## config.mk

```make
export PLATFORM = sky130hd
export DESIGN_NAME = alu_ctrl
export DESIGN_NICKNAME = d
export VERILOG_FILES = /design/src/rtl/alu_ctrl_pkg.sv /design/src/rtl/alu_ctrl_stats.sv /design/src/rtl/alu_ctrl.sv
export SDC_FILE = /design/constraint.sdc
export NUM_CORES = 1
export LEC_CHECK = 0
export BUFFER_PORTS_ARGS = -buffer_cell sky130_fd_sc_hd__clkbuf_2
export CAP_MARGIN = 10
export CELL_PAD_IN_SITES_DETAIL_PLACEMENT = 1
export CELL_PAD_IN_SITES_GLOBAL_PLACEMENT = 1
export CORE_MARGIN = 4
export CORE_UTILIZATION = 30
export DETAILED_ROUTE_END_ITERATION = 8
export MAX_ROUTING_LAYER = met4
export PLACE_DENSITY = 0.72
export REMOVE_ABC_BUFFERS = 1
export SETUP_SLACK_MARGIN = 0.1
export SYNTH_ARGS = -nofsm -noshare
export SYNTH_HDL_FRONTEND = slang
export SYNTH_HIERARCHICAL = 1
export SYNTH_SLANG_ARGS = --single-unit
```

## constraint.sdc

```tcl
create_clock -name clk -period 1.2 [get_ports clk]
set_clock_uncertainty 0.05 [all_clocks]
set_input_delay 0.12 -clock clk [delete_from_list [all_inputs] [get_ports clk]]
set_output_delay 0.12 -clock clk [all_outputs]
set_load 0.05 [all_outputs]
```

## src/rtl/alu_ctrl_pkg.sv

```systemverilog
// Shared definitions for the ALU sequencing stage: function codes, FSM states, datapath width.
// Used by alu_ctrl and, when ALU_CTRL_STATS_EN is defined, by alu_ctrl_stats.
package alu_ctrl_pkg;

  localparam int ALU_W = 4;

  localparam logic [2:0] OP_ADD = 3'b000;
  localparam logic [2:0] OP_SUB = 3'b001;
  localparam logic [2:0] OP_AND = 3'b010;
  localparam logic [2:0] OP_OR  = 3'b011;
  localparam logic [2:0] OP_XOR = 3'b100;
  localparam logic [2:0] OP_NOR = 3'b101;
  localparam logic [2:0] OP_SLT = 3'b110;
  localparam logic [2:0] OP_EQ  = 3'b111;

  typedef enum logic [1:0] {
    IDLE = 2'd0,
    EXEC = 2'd1,
    HOLD = 2'd2
  } state_t;

endpackage

```

## src/rtl/alu_ctrl_stats.sv

```systemverilog
// Saturating retirement and overflow counters for alu_ctrl.
// Only instantiated when ALU_CTRL_STATS_EN is defined.
module alu_ctrl_stats
  import alu_ctrl_pkg::*;
#(
  parameter int CNT_W = 8
) (
  input  logic             clk,
  input  logic             rst,
  input  logic             retire,
  input  logic             ovf,
  output logic [CNT_W-1:0] stat_ops,
  output logic [CNT_W-1:0] stat_ovf
);

  localparam logic [CNT_W-1:0] CNT_ONE = {{(CNT_W-1){1'b0}}, 1'b1};

  logic [CNT_W-1:0] ops_q, ops_d;
  logic [CNT_W-1:0] ovf_q, ovf_d;

  // Both counters stick at all-ones instead of wrapping.
  always_comb begin
    ops_d = ops_q;
    ovf_d = ovf_q;
    if (retire && (ops_q != '1)) ops_d = ops_q + CNT_ONE;
    if (retire && ovf && (ovf_q != '1)) ovf_d = ovf_q + CNT_ONE;
  end

  always_ff @(posedge clk) begin
    if (rst) begin
      ops_q <= '0;
      ovf_q <= '0;
    end else begin
      ops_q <= ops_d;
      ovf_q <= ovf_d;
    end
  end

  assign stat_ops = ops_q;
  assign stat_ovf = ovf_q;

endmodule

```

## src/rtl/alu_ctrl.sv

```systemverilog
// Sequencing stage in front of the 4-bit ALU: accept op, drive ALU for one cycle, hold result.
// Optional statistics counters are enabled by defining ALU_CTRL_STATS_EN.
module alu_ctrl
  import alu_ctrl_pkg::*;
#(
  parameter logic [ALU_W-1:0] ACC_INIT = 4'h0
`ifdef ALU_CTRL_STATS_EN
  ,
  parameter int CNT_W = 8
`endif
) (
  input  logic             clk,
  input  logic             rst,
  input  logic             in_valid,
  output logic             in_ready,
  input  logic [2:0]       in_op,
  input  logic             in_acc,
  input  logic [ALU_W-1:0] in_a,
  input  logic [ALU_W-1:0] in_b,
  output logic [2:0]       alu_fnselec,
  output logic [ALU_W-1:0] alu_a,
  output logic [ALU_W-1:0] alu_b,
  input  logic [ALU_W-1:0] alu_res,
  input  logic             alu_zero,
  input  logic             alu_overflow,
  input  logic             alu_carry,
  output logic             out_valid,
  input  logic             out_ready,
  output logic [ALU_W-1:0] out_res,
  output logic             out_zero,
  output logic             out_ovf,
  output logic             out_carry,
  output logic [ALU_W-1:0] acc
`ifdef ALU_CTRL_STATS_EN
  ,
  output logic [CNT_W-1:0] stat_ops,
  output logic [CNT_W-1:0] stat_ovf
`endif
);

  state_t           state_q, state_d;
  logic [2:0]       op_q, op_d;
  logic [ALU_W-1:0] a_q, a_d;
  logic [ALU_W-1:0] b_q, b_d;
  logic [ALU_W-1:0] res_q, res_d;
  logic             zero_q, zero_d;
  logic             ovf_q, ovf_d;
  logic             carry_q, carry_d;
  logic             valid_q, valid_d;
  logic [ALU_W-1:0] acc_q, acc_d;

  // Accepting from HOLD reads acc_q, which already holds the retiring result.
  always_comb begin
    state_d  = state_q;
    op_d     = op_q;
    a_d      = a_q;
    b_d      = b_q;
    res_d    = res_q;
    zero_d   = zero_q;
    ovf_d    = ovf_q;
    carry_d  = carry_q;
    valid_d  = valid_q;
    acc_d    = acc_q;
    in_ready = 1'b0;

    case (state_q)
      IDLE: begin
        in_ready = 1'b1;
        if (in_valid) begin
          op_d    = in_op;
          a_d     = in_acc ? acc_q : in_a;
          b_d     = in_b;
          state_d = EXEC;
        end
      end
      EXEC: begin
        res_d   = alu_res;
        zero_d  = alu_zero;
        ovf_d   = alu_overflow;
        carry_d = alu_carry;
        acc_d   = alu_res;
        valid_d = 1'b1;
        state_d = HOLD;
      end
      HOLD: begin
        in_ready = out_ready;
        if (out_ready) begin
          valid_d = 1'b0;
          if (in_valid) begin
            op_d    = in_op;
            a_d     = in_acc ? acc_q : in_a;
            b_d     = in_b;
            state_d = EXEC;
          end else begin
            state_d = IDLE;
          end
        end
      end
      default: state_d = IDLE;
    endcase
  end

  always_ff @(posedge clk) begin
    if (rst) begin
      state_q <= IDLE;
      op_q    <= '0;
      a_q     <= '0;
      b_q     <= '0;
      res_q   <= '0;
      zero_q  <= 1'b0;
      ovf_q   <= 1'b0;
      carry_q <= 1'b0;
      valid_q <= 1'b0;
      acc_q   <= ACC_INIT;
    end else begin
      state_q <= state_d;
      op_q    <= op_d;
      a_q     <= a_d;
      b_q     <= b_d;
      res_q   <= res_d;
      zero_q  <= zero_d;
      ovf_q   <= ovf_d;
      carry_q <= carry_d;
      valid_q <= valid_d;
      acc_q   <= acc_d;
    end
  end

  assign alu_fnselec = op_q;
  assign alu_a       = a_q;
  assign alu_b       = b_q;
  assign out_valid   = valid_q;
  assign out_res     = res_q;
  assign out_zero    = zero_q;
  assign out_ovf     = ovf_q;
  assign out_carry   = carry_q;
  assign acc         = acc_q;

`ifdef ALU_CTRL_STATS_EN
  alu_ctrl_stats #(
    .CNT_W(CNT_W)
  ) u_stats (
    .clk     (clk),
    .rst     (rst),
    .retire  (valid_q & out_ready),
    .ovf     (ovf_q),
    .stat_ops(stat_ops),
    .stat_ovf(stat_ovf)
  );
`endif

endmodule

```

## Word level (Yosys, flattened, before mapping)

Index checks and enable logic that the tools add are counted.

| storage, ports and cells | value |
|---|---|
| output and inout bits | 24 |
| input port bits | 23 |
| logic and storage cells | 36 |
| flip-flop bits (word level) | 21 |

| cells by class | value |
|---|---|
| mux-type cells | 17 |
| eq/ne operators | 4 |
| reductions and logical operators | 6 |

Operator list:

| kind | count |
|---|---|
| 4-bit 2-to-1 mux | 5 |
| 4-bit one-hot mux with 2 select lines | 2 |
| 3-bit 2-to-1 mux | 2 |
| 2-bit one-hot mux with 3 select lines | 1 |
| 3-bit one-hot mux with 2 select lines | 1 |
| 2-bit AND reduction | 3 |
| 2-bit 2-to-1 mux | 2 |
| 2-bit != test (second input constant) | 2 |
| 1-bit one-hot mux with 2 select lines | 2 |
| 2-bit nonzero test | 2 |
| 2-bit by 1-bit == test with 1-bit output (second input constant) | 1 |
| 2-bit == test (second input constant) | 1 |
| 2-bit logical NOT | 1 |
| 1-bit 2-to-1 mux | 2 |

## Depth between registers and ports, before layout

Gate-level depths: netlist of the first run.

| depth | value |
|---|---|
| depth after elaboration | 4 |
| gate-level depth with buffers | 4 |
| mapped depth without buffers | 3 |

## Worst setup path after synthesis of the first run

Ideal clock, no wire load.

| timing | value |
|---|---|
| path kind | register to output |
| from | reg state_q[1] |
| to | out in_ready |
| required time | 1030 ps |
| path buffers | 1 |
| setup slack | -255 ps |
| stages on the path, launching flop included | 4 |
| data arrival time | 1285 ps |
| cell sequence | dfxtp_1 > and2b_1 > buf_4 > nor2_1 |

| between the ends | value |
|---|---|
| word-level cells in the longest chain between the ends | 2 |
| elaborated cells between the ends (all ways) | 3 |
| those cells by class | eq/ne (1); mux (1); reduce/logical (1) |

Ends and longest elaborated chain:

| what | RTL line | RTL |
|---|---|---|
| start: declaration | alu_ctrl.sv:41 | `state_t state_q, state_d;` |
| start signal: assignment | alu_ctrl.sv:116 | `state_q <= state_d;` |
| 2-bit == test or 2-bit logical NOT (tied branches) | alu_ctrl.sv:66 | `case (state_q)` |
| 1-bit one-hot mux with 2 select lines * | alu_ctrl.sv:66 |  |
| end: declaration | alu_ctrl.sv:15 | `output logic in_ready,` |

Mark *: on every way between the ends. The rest lies on a longest branch, timed or not.

## Worst setup path in the final report of the first run

| timing | value |
|---|---|
| from | reg state_q[1] |
| to | reg acc_q[0] (netlist: acc[0]) |

| between the ends | value |
|---|---|
| word-level cells in the longest chain between the ends | 1 |

Ends and longest elaborated chain:

| what | RTL line | RTL |
|---|---|---|
| 2-bit by 1-bit == test with 1-bit output | alu_ctrl.sv:66 |  |
| end signal: assignment | alu_ctrl.sv:114 | `acc_q <= ACC_INIT;` |
| end signal: assignment | alu_ctrl.sv:125 | `acc_q <= acc_d;` |
| end: declaration | alu_ctrl.sv:50 | `logic [ALU_W-1:0] acc_q, acc_d;` |

No other way between the ends.
A chain may end at the register's enable or synchronous reset.

==> results.cfg, run 1 <==
[synth]
synth_top_cell_by_area = dfxtp_1
synthTopCellsByArea = dfxtp_1 48%, mux2i_1 12%, a21oi_1 7.4%, buf_4 4.2%, nand3_1 4.0%
synth.ff_latch_count = 21
syn_area_per_cell_um2 = 9.41
syn_inst = 94
ys_seq_area_share_pct = 47.5
synth_flop_cell = dfxtp_1
ys_types = 21
yosysTopAreaCellShare_pct = 47.5
synth_edf_count = 0
yosys_warnings = 6
syn_area_um2 = 885
synthArstFlopShare_pct = 0

[sta]
report.final.slew_viol_count = 0
hold_viol = 0
fmax_ghz = 0.779
min_period_ns = 1.28
rsz0062_at_grt = yes
finalSetupViolCount = 16
post-route-period-util_pct = 107
hold_ws_ns = 0.0139
worstMarginPinSlew_ns = 0.488
max_slew_margin_pct = 67.5
setup_slack_ns = -0.0829

[clock_tree]
cts_buffers = 3
clock_sinks = 21
clk_latency_ns = 0.29
clk_path_buf_depth = 2
cts_tree = done
root_buffer = clkbuf_4
cts-htree-levels = 1
path_clk_slew_ns = 0.12

[route]
wl_per_cell_um = 15.4
drt_iter0_markers = 28
drc = 0
viasPerCell = 4.86
ant_nets = 0
vias = 890
firstDrtPassIters = 3
drt_wl_total_um = 2820

[job]
maxCapViolations = 0

[layout]
fillers = 302
final_common_cell = clkbuf_2
drive_above_1_share_pct = 56.6
layout-area-overhead-vs-synth_pct = 71.6
layout.cells.non_filler = 183
final_cell_mix = 22 x clkbuf_2, 13 x dfxtp_1, 13 x buf_4, 13 x buf_6
nets = 176
n_antenna_cell = 0

[critical_path]
critPathMaxFanout = 8
arrival_ns = 1.41
critical_path.startpoint_type = flop
reg2reg_slack_ns = -0.08
critPathRequiredTime_ns = 1.33
crit_type = flop to flop
r2r_start = state_q[1]
endpoint_kind = flop
startpoint = state_q[1]
reg2reg_depth = 4

[placement]
dp.cells = 165
gp_congestion = 0.736
dp_hpwl_um = 1830
port-buffer-count = 46
dp_slack_ns = -0.0624

[global_route]
grt_use_met3_pct = 3.78
track_usage_pct = 15.2
met1_usage_pct = 18.6
grt_start_max_net_pins = 22
grt_pass1_wl_um = 4740
antenna_found_initial = 0
grt.overflow.total = 0
grt_use_met2_pct = 24.5
grt.busiest_layer = met2
grt_pass1_vias = 990

[power]
power_switching_uw = 557
internal-power_uw = 1090
power_frac_seq_pct = 47.2
p_sw_share_pct = 33.7
p_clk_share_pct = 20.5
peakVddDrop_mv = 0.667
p_per_area_mw_per_mm2 = 1090
combPwrFrac_pct = 32.3
power_leakage_uw = 0.000667

[run_status]
outcome = finished, violations left
violations = setup timing

[floorplan]
core_mm2 = 0.00278
rows = 19
dieArea_mm2 = 0.00388
dieWidth_um = 62.3
start_util_pct = 31.8
io_pins = 47
die_y_um = 62.3

[worst_hold_path]
holdPathStages = 3
hp-class = primary input to flop
hold_path_startpoint = alu_res[1]
-- routing by layer --
metal | wire (um) | part of all wire (%) | up-vias
met1 | 1230 | 44 | 408
met3 | 179 | 6.3 | 2
met5 | 0 | 0 | -
li1 | - | - | 440
met2 | 1400 | 50 | 40
met4 | 10 | 0.35 | 0
-- worst max-delay path, stage by stage (launching register included) --
cell and delay, ns:
dfxtp_2 0.34, buf_4 0.14, and2b_4 0.33, mux2i_1 0.24, nor2_1 0.07
-- cells by family after synthesis --
| logic type | after synthesis | share of synthesized area [%] |
|---|---|---|
| compound gates | 24 | 14.7 |
| flops | 21 | 47.5 |
| simple gates | 26 | 15.4 |
| mux | 11 | 12.4 |
| buf+inv | 12 | 9.90 |
-- power groups by stage --
stage | Clock (uW) | Sequential, uW | Combinational [uW]
final | 339 | 779 | 533
after global routing | 399 | 786 | 568
after CTS | 360 | 776 | 498
after detailed placement | 0 | 785 | 404
after global placement | 0 | 782 | 398
after floorplan | 0 | 942 | 109
-- path summary, 6_finish.rpt --
path / end
max reg2reg: acc[0]
min: acc[1]
max: acc[0]
min reg2reg: alu_b[1]
-- registers in the layout, indices dropped and copies added (netlist names) --
name	count
out_ovf	1
out_valid	1
out_zero	1
state_q	2
out_carry	1
acc	4
alu_b	4
alu_fnselec	3
alu_a	4
-- metrics by stage --
stage | area [um^2] | setup TNS, ns | util [%] | power [uW]
after floorplan | 801 | -1.70 | - | 1050
after global placement | 1110 | -0.0287 | 39.8 | 1180
after detailed placement | 1110 | -0.355 | 39.8 | 1190
after CTS | 1420 | -0.373 | 51.1 | 1630
after global routing | 1520 | -1.71 | 54.6 | 1750
final | 1520 | -0.403 | 54.6 | 1650
-- synth_stat cells (2+ instances only) --
cell	n
nand3_1	7
nor3_1	2
o21ai_0	5
mux2i_1	11
a211oi_1	4
o21ai_1	2
buf_4	5
nor2_1	9
a21oi_1	13
and2b_1	2
dfxtp_1	21
buf_6	3
clkbuf_1	2
-- cell type report --
cell class / instances / area (um^2) / share of cell area [%]
timing repair buffer: 65 / 557 / 36.7
multi-input combinational: 61 / 457 / 30.1
sequential: 21 / 435 / 28.7
tap: 31 / 38.8 / 2.56
clock buffer: 4 / 26.3 / 1.73
inverter: 1 / 3.75 / 0.247
-- timing repair --
item	in CTS	in global routing
pin swaps	9	1
endpoints found under the hold margin	7	2
resized for setup	62	38
setup endpoints to repair	42	40
setup buffers	5	0
hold buffers	7	2
(Power assumes the default switching activity.)
==> run 2: changes to the inputs <==
--- a/config.mk
+++ b/config.mk
@@ -5,15 +5,15 @@
 export SDC_FILE = /design/constraint.sdc
 export NUM_CORES = 1
 export LEC_CHECK = 0
+export ABC_AREA = 1
 export BUFFER_PORTS_ARGS = -buffer_cell sky130_fd_sc_hd__clkbuf_2
 export CAP_MARGIN = 10
 export CELL_PAD_IN_SITES_DETAIL_PLACEMENT = 1
 export CELL_PAD_IN_SITES_GLOBAL_PLACEMENT = 1
-export CORE_MARGIN = 4
-export CORE_UTILIZATION = 30
+export CORE_UTILIZATION = 29
 export DETAILED_ROUTE_END_ITERATION = 8
 export MAX_ROUTING_LAYER = met4
-export PLACE_DENSITY = 0.72
+export PLACE_DENSITY = 0.74
 export REMOVE_ABC_BUFFERS = 1
 export SETUP_SLACK_MARGIN = 0.1
 export SYNTH_ARGS = -nofsm -noshare
==> run 2 against run 1 <==
Compared with the run above:
- the flow finishes with violations (DRC)
- die area decreased by 14%
- sequential share of layout area is 3.0 points higher
- via count rose by 6.1%
- critical path type is now flop to primary output
- non-clock buffer count fell by 13
- sequential cell count is the same
- final cell count up 13%
- fmax up 9.6%
- first-iteration DRC count fell by 18%
- critical path depth down 2
- clock-buffer cell count unchanged
==> results.cfg, run 2 <==
[route]
ant_nets = 0
top_layer = met4
drt_iter0_markers = 23
wl_per_cell_um = 12.0
drt-met1-wl_um = 1040
drc = 3
dr_wl_met3_um = 73
met2RoutedLength_um = 1340
drt_wl_total_um = 2480
firstDrtPassIters = 6
vias = 944
viasPerCell = 4.58

[global_route]
track_usage_pct = 16.6
grt.overflow.total = 0
grt_pass1_vias = 968
grt_start_max_net_pins = 12
antenna_found_initial = 0
grt_pass1_wl_um = 4130

[power]
p_per_area_mw_per_mm2 = 1260
power_frac_seq_pct = 46.5
combPwrFrac_pct = 33.3
peakVddDrop_mv = 0.615
internal-power_uw = 1080
power_switching_uw = 627
p_clk_share_pct = 20.2
power_leakage_uw = 0.000678
p_sw_share_pct = 36.6

[sta]
finalSetupViolCount = 0
max_slew_margin_pct = 82.1
worstMarginPinSlew_ns = 0.268
fin_setup_tns_ns = 0
rsz0062_at_grt = yes
post-route-period-util_pct = 97.6
fmax_ghz = 0.854
hold_viol = 0
report.final.slew_viol_count = 0
min_period_ns = 1.17

[layout]
stdcell_area_mm2 = 0.00136
layout-area-overhead-vs-synth_pct = 50.2
drive_above_1_share_pct = 38.3
fillers = 360
n_antenna_cell = 0
final_cell_mix = 32 x nor2_1, 22 x clkbuf_2, 21 x nand2_1
nets = 199
final_common_cell = nor2_1

[clock_tree]
path_clk_slew_ns = 0.12
clk_latency_ns = 0.30
cts-htree-levels = 1
clock_sinks = 21
cts_buffers = 3
root_buffer = clkbuf_4
clk_path_buf_depth = 2
cts_tree = done

[critical_path]
r2r_start = state_q[0]
arrival_ns = 1.00
critical_path.startpoint_type = flop
cpPeakStageDelay_ns = 0.39
cp_slowest_cell = dfxtp_4
endpoint_kind = primary output
path_cells = a21oi_4 -> buf_8
startpoint = state_q[0]
critPathRequiredTime_ns = 1.03
crit_type = flop to primary output
critPathMaxFanout = 3

[worst_hold_path]
hp-class = primary input to flop
hold_path_startpoint = alu_overflow

[synth]
synth_flop_cell = dfxtp_1
synthArstFlopShare_pct = 0
yosysTopAreaCellShare_pct = 46.5
syn_inst = 127
syn_area_um2 = 905
ys_types = 14
synth_commonest_cells = 32 x nor2_1, 22 x nand2_1, 21 x dfxtp_1
synth_top_cell_by_area = dfxtp_1
yosysMostFrequentCell = nor2_1
synth.ff_latch_count = 21
synth_edf_count = 0
synthTopCellsByArea = dfxtp_1 46%, nor2_1 13%, nand2_1 9.1%, o21ai_0 6.6%, nand3b_1 5.8%
syn_area_per_cell_um2 = 7.12
ys_seq_area_share_pct = 46.5
yosys_warnings = 6

[floorplan]
core_mm2 = 0.00285
io_pins = 47
dieWidth_um = 57.9
start_util_pct = 31.7
die_y_um = 57.9
dieArea_mm2 = 0.00335
rows = 19

[placement]
port-buffer-count = 46
gp_congestion = 0.694
dp_hpwl_um = 1780
placed_area_mm2 = 0.00115

[run_status]
outcome = finished, violations left
violations = DRC

[job]
maxCapViolations = 0
[run 2: worst max-delay path, delay by kind of cell, from the launching register on]
| kind | cells | cell delay [ns] |
|---|---|---|
| buf+inv | 1 | 0.16 |
| flops | 1 | 0.39 |
| compound gates | 1 | 0.15 |
[run 2: power groups by stage]
| stage | Clock (uW) | Combinational, uW | Sequential, uW |
|---|---|---|---|
| final | 345 | 570 | 796 |
| after global routing | 393 | 609 | 804 |
| after CTS | 359 | 555 | 794 |
| after detailed placement | 0 | 490 | 805 |
| after global placement | 0 | 482 | 803 |
| after floorplan | 0 | 141 | 1010 |
[run 2: final cells by class]
type	instances	area (um^2)	area share [%]
clock buffers	4	26.3	1.93
inverters	13	51.3	3.78
multi-input cells	85	412	30.3
flip-flops and latches	21	430	31.7
well taps	31	38.8	2.85
repair buffers	52	400	29.5
[run 2: cells by family after synthesis]
kind of cell	Yosys count	synth area share [%]
buffers and inverters	21	11.1
AOI/OAI and AO/OA	20	11.1
DFF	21	46.5
and+or+nand+nor	65	31.4
[run 2: path summary, 6_finish.rpt]
kind,endpoint,slack (ns),cells after the start
worst max register to register,alu_fnselec[1],0.14,5
worst max-delay path,in_ready,0.03,2
worst min-delay path,out_ovf,0.01,3
worst min register to register,out_ovf,0.45,2
[run 2: timing repair]
item	CTS	global route
pin swaps	1	3
setup buffers	1	0
gates resized for setup	42	20
hold buffers	1	0
endpoints found under the setup margin	29	21
endpoints found under the hold margin	1	0
[run 2: per-stage QoR]
stage          instances  utilization (%)  worst slack (ns)  power (uW)  hold slack (ns)
3_5_place_dp         200             40.4            0.0969        1290            0.262
6_report             206             47.6            0.0293        1710           0.0134
4_1_cts              206             46.7          -0.00914        1710           0.0101
2_1_floorplan        119                -            -0.230        1150            0.142
5_1_grt              206             47.6           -0.0236        1810           0.0417
3_3_place_gp         200             40.4             0.156        1290            0.274
[run 2: per-layer routing]
metal / vias to the layer above / global-route usage, %
li1: 487 / -
met1: 440 / 19.5
met2: 15 / 28.2
met3: 2 / 1.79
met4: 0 / 8.16
met5: - / -
==> run 3: changes to the inputs <==
--- a/config.mk
+++ b/config.mk
@@ -15,7 +15,7 @@
 export MAX_ROUTING_LAYER = met4
 export PLACE_DENSITY = 0.74
 export REMOVE_ABC_BUFFERS = 1
-export SETUP_SLACK_MARGIN = 0.1
+export SETUP_SLACK_MARGIN = 0.3
 export SYNTH_ARGS = -nofsm -noshare
 export SYNTH_HDL_FRONTEND = slang
 export SYNTH_HIERARCHICAL = 1
==> run 3 against run 2 <==
Compared with the run above:
- the run ends with DRC, setup timing left
- via count up 22%
- cell area up 51%
- wire length up 97%
- clock-buffer cell count unchanged
- largest power group is now combinational logic
- core utilization up 24 points
- sequential power up 3.3%
==> results.cfg, run 3 (same netlist as run 2, synthesis figures left out) <==
[layout]
layout-area-overhead-vs-synth_pct = 126
drive_above_1_share_pct = 68.3
n_antenna_cell = 0
final_common_cell = clkbuf_2
fillers = 287
nets = 229
layout.cells.non_filler = 236
stdcell_area_mm2 = 0.00205
final_cell_mix = 22 x clkbuf_2, 21 x buf_4, 18 x nor2_1

[power]
p_per_area_mw_per_mm2 = 1050
power_leakage_uw = 0.000971
peakVddDrop_mv = 0.775

[global_route]
grt_pass1_vias = 1210
track_usage_pct = 24.3
grt_start_max_net_pins = 12
grt_pass1_wl_um = 5910
grt.overflow.total = 0
antenna_found_initial = 0

[run_status]
outcome = finished, violations left
violations = DRC, setup timing

[sta]
fin_setup_tns_ns = -0.350
post-route-period-util_pct = 105
worstMarginPinSlew_ns = 0.517
hold_viol = 0
report.final.slew_viol_count = 0
setup_slack_ns = -0.0652
finalSetupViolCount = 9
rsz0062_at_grt = yes
fmax_ghz = 0.790
min_period_ns = 1.27
max_slew_margin_pct = 65.5

[placement]
dp_slack_ns = 0.0969
placed_area_mm2 = 0.00115
port-buffer-count = 46
dp_hpwl_um = 1780
dp.cells = 200
gp_congestion = 0.694

[critical_path]
endpoint_kind = flop
critical_path.startpoint_type = flop
critPathRequiredTime_ns = 1.38
cpPeakStageDelay_ns = 0.40
crit_type = flop to flop
path_cells = buf_6 -> nand2_4 -> buf_4 -> a21oi_1 -> nor2_1
cp_slowest_cell = dfxtp_4
arrival_ns = 1.44
critPathMaxFanout = 6

[clock_tree]
path_clk_slew_ns = 0.14
cts-htree-levels = 1
cts_buffers = 3
cts_tree = done
clk_path_buf_depth = 2
root_buffer = clkbuf_4
clk_latency_ns = 0.33
clock_sinks = 21

[floorplan]
rows = 19
start_util_pct = 31.7
dieWidth_um = 57.9
dieArea_mm2 = 0.00335
core_mm2 = 0.00285
die_y_um = 57.9
io_pins = 47

[route]
drt_iter0_markers = 37
viasPerCell = 4.89
firstDrtPassIters = 8
vias = 1155
drt_wl_total_um = 4880
drc = 2
ant_nets = 0
wl_per_cell_um = 20.7

[worst_hold_path]
hp-class = primary input to flop

[job]
maxCapViolations = 0
[run 3: cell count changes in the layout (fill, tap and decap cells not counted), moves of 6 or more]
cell | previous run | this run
dfxtp_1 | 15 | 0
nor2_1 | 32 | 18
buf_8 | 1 | 13
clkbuf_16 | 0 | 11
buf_4 | 12 | 21
dfxtp_2 | 5 | 14
buf_6 | 3 | 11
nor2_2 | 0 | 8
clkbuf_8 | 7 | 0
o21ai_0 | 11 | 4
clkbuf_4 | 9 | 3
dfxtp_4 | 1 | 7
nor2_4 | 1 | 7
o21ai_2 | 1 | 7
[run 3: cell type report]
type	count	area (um^2)	share of cell area, %
repair buffers	82	897	43.8
multi-input cells	85	554	27.1
flip-flops and latches	21	464	22.7
inverters	13	66.3	3.24
well taps	31	38.8	1.89
clock buffers	4	26.3	1.28
[run 3: what timing repair did]
action	CTS	global route
setup endpoints to repair	44	45
setup buffers	14	13
cloned	1	1
gates resized for setup	135	37
pin swaps	20	19
hold endpoints to repair	1	2
hold buffers	1	2
[run 3: per-stage QoR]
stage                     hold WS, ns  util, %  power (uW)
final                         0.00255     71.8        2150
after global routing          0.00130     71.8        2210
after CTS                      0.0114     63.7        1940
after detailed placement        0.262     40.4        1290
after global placement          0.274     40.4        1290
after floorplan                 0.142        -        1150
[run 3: critical path: cells and delay by family, from the launching register on]
kind                   cells  cell delay (ns)
DFF                        1             0.40
buffers and inverters      2             0.29
AOI/OAI and AO/OA          1             0.22
and+or+nand+nor            2             0.20
[run 3: power breakdown]
group          switching [uW]  internal, uW
logic                     505           430
registers                64.3           758
clock network             262           130
total                     831          1320
[run 3: final timing paths]
kind              slack (ns)        from        to  depth (start not counted)
setup reg to reg       -0.07  state_q[1]  alu_b[0]                          5
hold / removal         0.003  alu_res[1]    acc[1]                          3
setup / recovery       -0.07  state_q[1]  alu_b[0]                          5
hold reg to reg         0.48     out_ovf   out_ovf                          2
[run 3: metal layers]
metal / share of wire, % / track usage [%] / routed length (um) / vias up
li1: - / - / - / 550
met1: 41 / 28.9 / 1990 / 559
met2: 53 / 40.4 / 2580 / 30
met3: 2.2 / 2.68 / 105 / 16
met4: 4.2 / 12.6 / 206 / 0
met5: 0 / - / 0 / -
